--- src/rtl/bt_pkg.sv ---
// bt_pkg: shared ALU codes, direction-counter type, BTB entry and helpers; BTB_HYST_EN selects 2-bit counters.
package bt_pkg;
  localparam logic [3:0] AluCtrlBeq  = 4'h8;
  localparam logic [3:0] AluCtrlBne  = 4'h9;
  localparam logic [3:0] AluCtrlBeqz = 4'hA;
  localparam logic [3:0] AluCtrlBnez = 4'hB;
  localparam logic [3:0] AluCtrlJump = 4'hC;
  localparam int BtMaxW = 64;
`ifdef BTB_HYST_EN
  typedef logic [1:0] ctr_t;
  localparam ctr_t SNT = 2'b00;
  localparam ctr_t WNT = 2'b01;
  localparam ctr_t WT  = 2'b10;
  localparam ctr_t ST  = 2'b11;
`else
  typedef logic [0:0] ctr_t;
  localparam ctr_t SNT = 1'b0;
  localparam ctr_t WNT = 1'b0;
  localparam ctr_t WT  = 1'b1;
  localparam ctr_t ST  = 1'b1;
`endif
  // Tag and target fields are sized for the widest supported XLEN.
  typedef struct packed {
    logic              valid;
    logic [BtMaxW-1:0] tag;
    logic [BtMaxW-1:0] target;
    ctr_t              ctr;
  } btb_entry_t;
  function automatic logic [BtMaxW-1:0] sext(input logic [22:0] f, input int msb);
    logic [BtMaxW-1:0] m;
    m = (64'd1 << (msb + 1)) - 64'd1;
    return f[msb] ? ({41'd0, f} | ~m) : ({41'd0, f} & m);
  endfunction
  function automatic ctr_t ctr_inc(input ctr_t c);
    return c == ST ? ST : ctr_t'(c + 1'b1);
  endfunction
  function automatic ctr_t ctr_dec(input ctr_t c);
    return c == SNT ? SNT : ctr_t'(c - 1'b1);
  endfunction
endpackage

--- src/rtl/bt_target_calc.sv ---
// bt_target_calc: decodes branch ops and computes the pc-relative target.
module bt_target_calc
  import bt_pkg::*;
#(
  parameter int XLEN = 32
) (
  input  logic [3:0]      alu_control,
  input  logic [23:0]     instruction,
  input  logic [XLEN-1:0] pc,
  output logic [XLEN-1:0] target,
  output logic            is_br,
  output logic            is_jump
);
  logic is_z;
  logic [BtMaxW-1:0] off;
  always_comb begin
    is_jump = alu_control == AluCtrlJump;
    is_z = alu_control inside {AluCtrlBeqz, AluCtrlBnez};
    is_br = is_jump || is_z || alu_control inside {AluCtrlBeq, AluCtrlBne};
    off = is_jump ? sext(instruction[23:1], 22) : is_z ? sext({8'd0, instruction[15:1]}, 14) : sext({10'd0, instruction[13:1]}, 12);
    target = pc + off[XLEN-1:0];
  end
endmodule

--- src/rtl/branch_target_btb.sv ---
// branch_target_btb: registered branch target, mispredict flag and direct-mapped BTB with direction counters.
// Optional 2-bit hysteresis counters under BTB_HYST_EN.
module branch_target_btb
  import bt_pkg::*;
#(
  parameter int XLEN    = 32,
  parameter int ENTRIES = 16,
  localparam int IDX_W  = $clog2(ENTRIES)
) (
  input  logic            clk,
  input  logic            rst,
  input  logic            res_valid,
  input  logic [3:0]      alu_control,
  input  logic [23:0]     instruction,
  input  logic [XLEN-1:0] pc,
  input  logic            res_taken,
  input  logic            res_pred_taken,
  input  logic [XLEN-1:0] res_pred_target,
  input  logic            fetch_req,
  input  logic [XLEN-1:0] fetch_pc,
  input  logic            flush,
  input  logic            btb_clear,
  output logic [XLEN-1:0] branch_addr,
  output logic            mispredict,
  output logic            pred_valid,
  output logic            pred_hit,
  output logic            pred_taken,
  output logic [XLEN-1:0] pred_target
);
  logic [XLEN-1:0] tgt;
  logic is_br, is_jump, upd, taken, r_hit, f_hit, f_v;
  logic [IDX_W-1:0] ridx, fidx;
  btb_entry_t btb [ENTRIES];
  bt_target_calc #(.XLEN(XLEN)) u_calc (
    .alu_control(alu_control),
    .instruction(instruction),
    .pc(pc),
    .target(tgt),
    .is_br(is_br),
    .is_jump(is_jump)
  );
  always_comb begin
    upd = res_valid && is_br;
    taken = res_taken || is_jump;
    ridx = pc[IDX_W:1];
    fidx = fetch_pc[IDX_W:1];
    r_hit = btb[ridx].valid && btb[ridx].tag == BtMaxW'(pc[XLEN-1:IDX_W+1]);
    f_hit = btb[fidx].valid && btb[fidx].tag == BtMaxW'(fetch_pc[XLEN-1:IDX_W+1]);
    f_v = fetch_req && !flush;
  end
  // Clear beats update; lookups read the array before this edge's write.
  always_ff @(posedge clk or posedge rst) begin
    if (rst) begin
      for (int i = 0; i < ENTRIES; i++) btb[i] <= '{valid: 1'b0, tag: '0, target: '0, ctr: WNT};
    end else if (btb_clear) begin
      for (int i = 0; i < ENTRIES; i++) btb[i].valid <= 1'b0;
    end else if (upd && taken) begin
      btb[ridx].valid <= 1'b1;
      btb[ridx].tag <= BtMaxW'(pc[XLEN-1:IDX_W+1]);
      btb[ridx].target <= BtMaxW'(tgt);
      btb[ridx].ctr <= r_hit ? ctr_inc(btb[ridx].ctr) : WT;
    end else if (upd && r_hit) begin
      btb[ridx].ctr <= ctr_dec(btb[ridx].ctr);
    end
  end
  always_ff @(posedge clk or posedge rst) begin
    if (rst) begin
      branch_addr <= '0;
      mispredict <= 1'b0;
      pred_valid <= 1'b0;
      pred_hit <= 1'b0;
      pred_taken <= 1'b0;
      pred_target <= '0;
    end else begin
      branch_addr <= upd ? tgt : branch_addr;
      mispredict <= upd && (taken != res_pred_taken || (taken && tgt != res_pred_target));
      pred_valid <= f_v;
      pred_hit <= f_v && f_hit;
      pred_taken <= f_v && f_hit && btb[fidx].ctr[$bits(ctr_t)-1];
      pred_target <= (f_v && f_hit) ? btb[fidx].target[XLEN-1:0] : '0;
    end
  end
endmodule
--- config.mk ---
export PLATFORM = sky130hd
export DESIGN_NAME = branch_target_btb
export DESIGN_NICKNAME = d
export VERILOG_FILES = /design/src/rtl/bt_pkg.sv /design/src/rtl/bt_target_calc.sv /design/src/rtl/branch_target_btb.sv
export SDC_FILE = /design/constraint.sdc
export NUM_CORES = 2
export LEC_CHECK = 0
export CAP_MARGIN = 20
export CORE_MARGIN = 2
export CORE_UTILIZATION = 40
export CTS_CLUSTER_DIAMETER = 80
export DETAILED_ROUTE_END_ITERATION = 10
export GPL_TIMING_DRIVEN = 0
export HOLD_SLACK_MARGIN = 0.12
export SLEW_MARGIN = 20
export SYNTH_ARGS = -nofsm -noshare
export SYNTH_HDL_FRONTEND = slang
export SYNTH_HIERARCHICAL = 1
export SYNTH_SLANG_ARGS = --single-unit
--- constraint.sdc ---
create_clock -name clk -period 34 [get_ports clk]
set_input_delay 6.8 -clock clk [delete_from_list [all_inputs] [get_ports clk]]
set_output_delay 6.8 -clock clk [all_outputs]
set_load 0.01 [all_outputs]
==> results.yml <==
run_status:
  run_status: "completed"
synthesis:
  synth-xor-area-share_pct: 2.00
  synth_edf_count: 0
  yosysWarnings: 6
  synth.avg_cell_area_um2: 15.1
  synth_common_cells: "sky130_fd_sc_hd__dfrtp_1 (1044), sky130_fd_sc_hd__mux2_2 (982), sky130_fd_sc_hd__mux4_2 (362)"
  fraction_of_synthesized_cell_area_taken_by_the_top_area_cell_type_pct: 49.7
  asyncSetResetFlopFracSynth_pct: 100
  post_synth_instance_area_um2: 52600
  dominant_combinational_cell_family_by_area_after_synthesis: "multiplexers"
  net_count_after_synthesis: 3647
  synth_cell_types: 69
  synth_top_cells_by_area: "sky130_fd_sc_hd__dfrtp_1 (50%), sky130_fd_sc_hd__mux2_2 (21%), sky130_fd_sc_hd__mux4_2 (16%)"
  flop_and_latch_count_out_of_synthesis: 1044
  synthMostInstantiatedCell: "sky130_fd_sc_hd__dfrtp_1"
  synth_compound_gate_area_share_pct: 3.30
  dominantRegCellSynth: "sky130_fd_sc_hd__dfrtp_1"
  synth_largest_area_cell: "sky130_fd_sc_hd__dfrtp_1"
  synth.mux.area_fraction_pct: 39.0
  post_synth_inst_count: 3483
  sequential_element_share_of_the_synthesized_area_pct: 49.7
  adder_cell_fraction_of_synth_area_pct: 0.776
  synth-simple-area-share_pct: 2.18
sta:
  min_period_ns: 12.37
  finalHoldViolCount: 0
  min_period_over_period_pct: 36.4
  maxSlewHeadroom_pct: 13.7
  finalMaxSlewViolations: 0
  max_slew.worst_pin.slew_ns: 1.29
  layout_setup_ws_ns: 21.63
  fmax_mhz: 80.9
  finalClockSkew_ns: 0.0549
  holdWs_ns: 0.493
  rsz_0062_raised_after_global_routing: "false"
  setup_viol: 0
  tns_ns: 0
floorplanning:
  core_um2: 131000
  row_count: 133
  die_x_um: 367
  io_pins: 200
  initial_core_util_pct: 40.2
  die_area_um2: 134000
  die_height_um: 367
clocking:
  clkTransAtPathRegs_ns: 0.06
  post_cts_setup_buffers: 0
  cts.path.max_buffers: 3
  tritoncts.num_buffers: 112
  post_cts_hold_buffer_count: 0
  worst_skew_pair.late_latency_ns: 0.75
  cts_tree: "done"
  cts_num_sinks: 1044
  clockRootBuffer: "sky130_fd_sc_hd__clkbuf_16"
  cts_resized: 0
  cts_max_level: 3
finish:
  layout.cell_area.non_filler_um2: 61400
  sequential_cell_area_um2: 26100
  multi_input_gate_area_in_the_final_layout_um2: 24900
  final_nets: 4002
  flow.area_growth_from_synthesis_pct: 16.8
  final_core_utilization_pct: 46.9
  drive_above_1_share_pct: 43.8
  fill_cells: 11600
setup_path:
  worstSetupPathType: "in -> reg"
  critical_path.reg2reg.endpoint: "pred_target[5]$_DFF_PP0_"
  timing.rr.start: "btb[1646]$_DFFE_PP0P_"
  critPathLaunch: "pc[1]"
  worst_setup_endpoint: "btb[780]$_DFFE_PP0P_"
  crit_fanout: 10
  timing.critical_path.arrival_ns: 12.97
  r2r_setup_slack_ns: 29.79
  worstPathRequired_ns: 34.61
  worst_r2r_path_depth: 11
  critPathLaunchType: "primary input"
  critical_path.endpoint_type: "flop"
global_route:
  number_of_global_route_vias_before_repair: 35200
  antenna_found_initial: 6
  wire_length_of_the_first_global_routing_pass_mm: 273
  grtUsageTotal_pct: 28.5
  grt_start_max_net_pins: 35
  globalRoute.totalOverflow: 0
detailed_routing:
  wl_mm: 192
  dr.first_iter.drc_count: 3346
  detail_route.vias_per_cell: 6.15
  remaining_drc_errors: 0
  dr_total_vias: 35000
  dr.pass1.iters: 6
  final_antenna_net_count: 0
  drt-wirelength-per-cell_um: 33.7
placed_design:
  post_dp_cell_area_um2: 57600
  dpl_worst_slack_ns: 21.02
  port-buffer-count: 194
  finalWeightedCongestion: 0.919
  dp_hpwl_mm: 132
power_and_ir_drop:
  power.density_cell_area_nw_per_um2: 52.2
  power_leakage_nw: 27.9
  power.ir.vdd_worst_mv: 0.0444
  flop_pwr_share_pct: 43.7
  internal_power_mw: 2.31
  clock_power_share_pct: 39.3
  combinationalPowerShare_pct: 17.0
  power.net_switching_mw: 0.899
  switching_portion_of_total_power_pct: 28.0
job:
  max_cap_violations: 0
worst_hold_path:
  hold_path.class: "reg -> reg"
  holdCritStartpoint: "btb[1169]$_DFFE_PP0P_"
-- flip-flops by register name, summed over array words and instances (netlist names) --
name	flops
btb	976
pred_valid	1
pred_taken	1
branch_addr	32
pred_hit	1
mispredict	1
pred_target	32
-- logic make-up (layout without fill, tap and decap cells) --
family          count (synthesis)  count (layout)
mux                          1472            1472
flops                        1044            1044
buf+inv                       362             805
compound gates                246             246
simple gates                  207             207
xor+xnor                      120             120
fa+ha+maj                      32              32
other cells                     0               3
-- worst min-delay path by stage --
| stage | to | slack [ns] | cells past startpoint |
|---|---|---|---|
| final | btb[1169]$_DFFE_PP0P_ | 0.49 | 1 |
| after global routing | btb[533]$_DFFE_PP0P_ | 0.51 | 1 |
| after CTS | btb[1169]$_DFFE_PP0P_ | 0.50 | 1 |
| after detailed placement | btb[1169]$_DFFE_PP0P_ | 0.48 | 1 |
| after global placement | btb[389]$_DFFE_PP0P_ | 0.47 | 1 |
| after floorplan | btb[1429]$_DFFE_PP0P_ | 0.46 | 1 |
-- through the flow --
step	cells	total power, mW
floorplan	3483	1.73
global placement	5432	1.95
global route	5681	3.31
finish	5684	3.21
detailed placement	5477	1.96
CTS	5679	3.21
-- power by group through the flow --
stage / sequential, mW / combinational, mW / clock [mW]
after detailed placement: 1.42 / 0.539 / 0
final: 1.40 / 0.545 / 1.26
after global routing: 1.41 / 0.573 / 1.32
after CTS: 1.40 / 0.541 / 1.27
after floorplan: 1.42 / 0.320 / 0
after global placement: 1.43 / 0.523 / 0
-- worst max-delay path: stages --
cell and delay (ns):
sky130_fd_sc_hd__clkdlybuf4s50_1 0.68, sky130_fd_sc_hd__buf_2 0.37, sky130_fd_sc_hd__buf_6 0.27, sky130_fd_sc_hd__buf_2 0.54
sky130_fd_sc_hd__buf_2 0.67, sky130_fd_sc_hd__buf_2 0.70, sky130_fd_sc_hd__mux2i_1 0.30, sky130_fd_sc_hd__xor2_1 0.54
sky130_fd_sc_hd__o221ai_1 0.49, sky130_fd_sc_hd__nor4_2 0.74, sky130_fd_sc_hd__nand3_1 0.18, sky130_fd_sc_hd__nor4_2 0.53
sky130_fd_sc_hd__o21ai_1 0.11
-- area by class of cell --
| class | instances | share of cell area, % |
|---|---|---|
| clock buffers | 168 | 5.48 |
| multi-input cells | 2077 | 40.5 |
| plain buffers | 336 | 2.53 |
| clock inverters | 34 | 0.646 |
| flip-flops and latches | 1044 | 42.5 |
| diodes | 3 | 0.0122 |
| repair buffers | 241 | 4.60 |
| inverters | 26 | 0.165 |
| well taps | 1755 | 3.57 |
-- cells in the final DEF, fill, tap and decap left out, types with 33 or more instances in the layout --
cell type and count:
sky130_fd_sc_hd__a21oi_1 61, sky130_fd_sc_hd__a22oi_1 35, sky130_fd_sc_hd__buf_1 54, sky130_fd_sc_hd__buf_12 34, sky130_fd_sc_hd__buf_2 64, sky130_fd_sc_hd__clkbuf_1 187, sky130_fd_sc_hd__clkbuf_16 113, sky130_fd_sc_hd__clkbuf_8 33
sky130_fd_sc_hd__clkdlybuf4s50_1 194, sky130_fd_sc_hd__dfrtp_1 1044, sky130_fd_sc_hd__mux2_2 982, sky130_fd_sc_hd__mux2i_1 128, sky130_fd_sc_hd__mux4_2 362, sky130_fd_sc_hd__nor2b_1 49, sky130_fd_sc_hd__xnor2_1 75, sky130_fd_sc_hd__xor2_1 45
-- metal layers --
| layer | vias up | GRT usage (%) | share of wire (%) |
|---|---|---|---|
| li1 | 13800 | - | - |
| met1 | 19000 | 39.9 | 42 |
| met2 | 1679 | 42.2 | 44 |
| met3 | 428 | 6.84 | 9.0 |
| met4 | 0 | 12.5 | 4.9 |
| met5 | - | 0 | 0 |
Power figures use the tool's default switching activity.
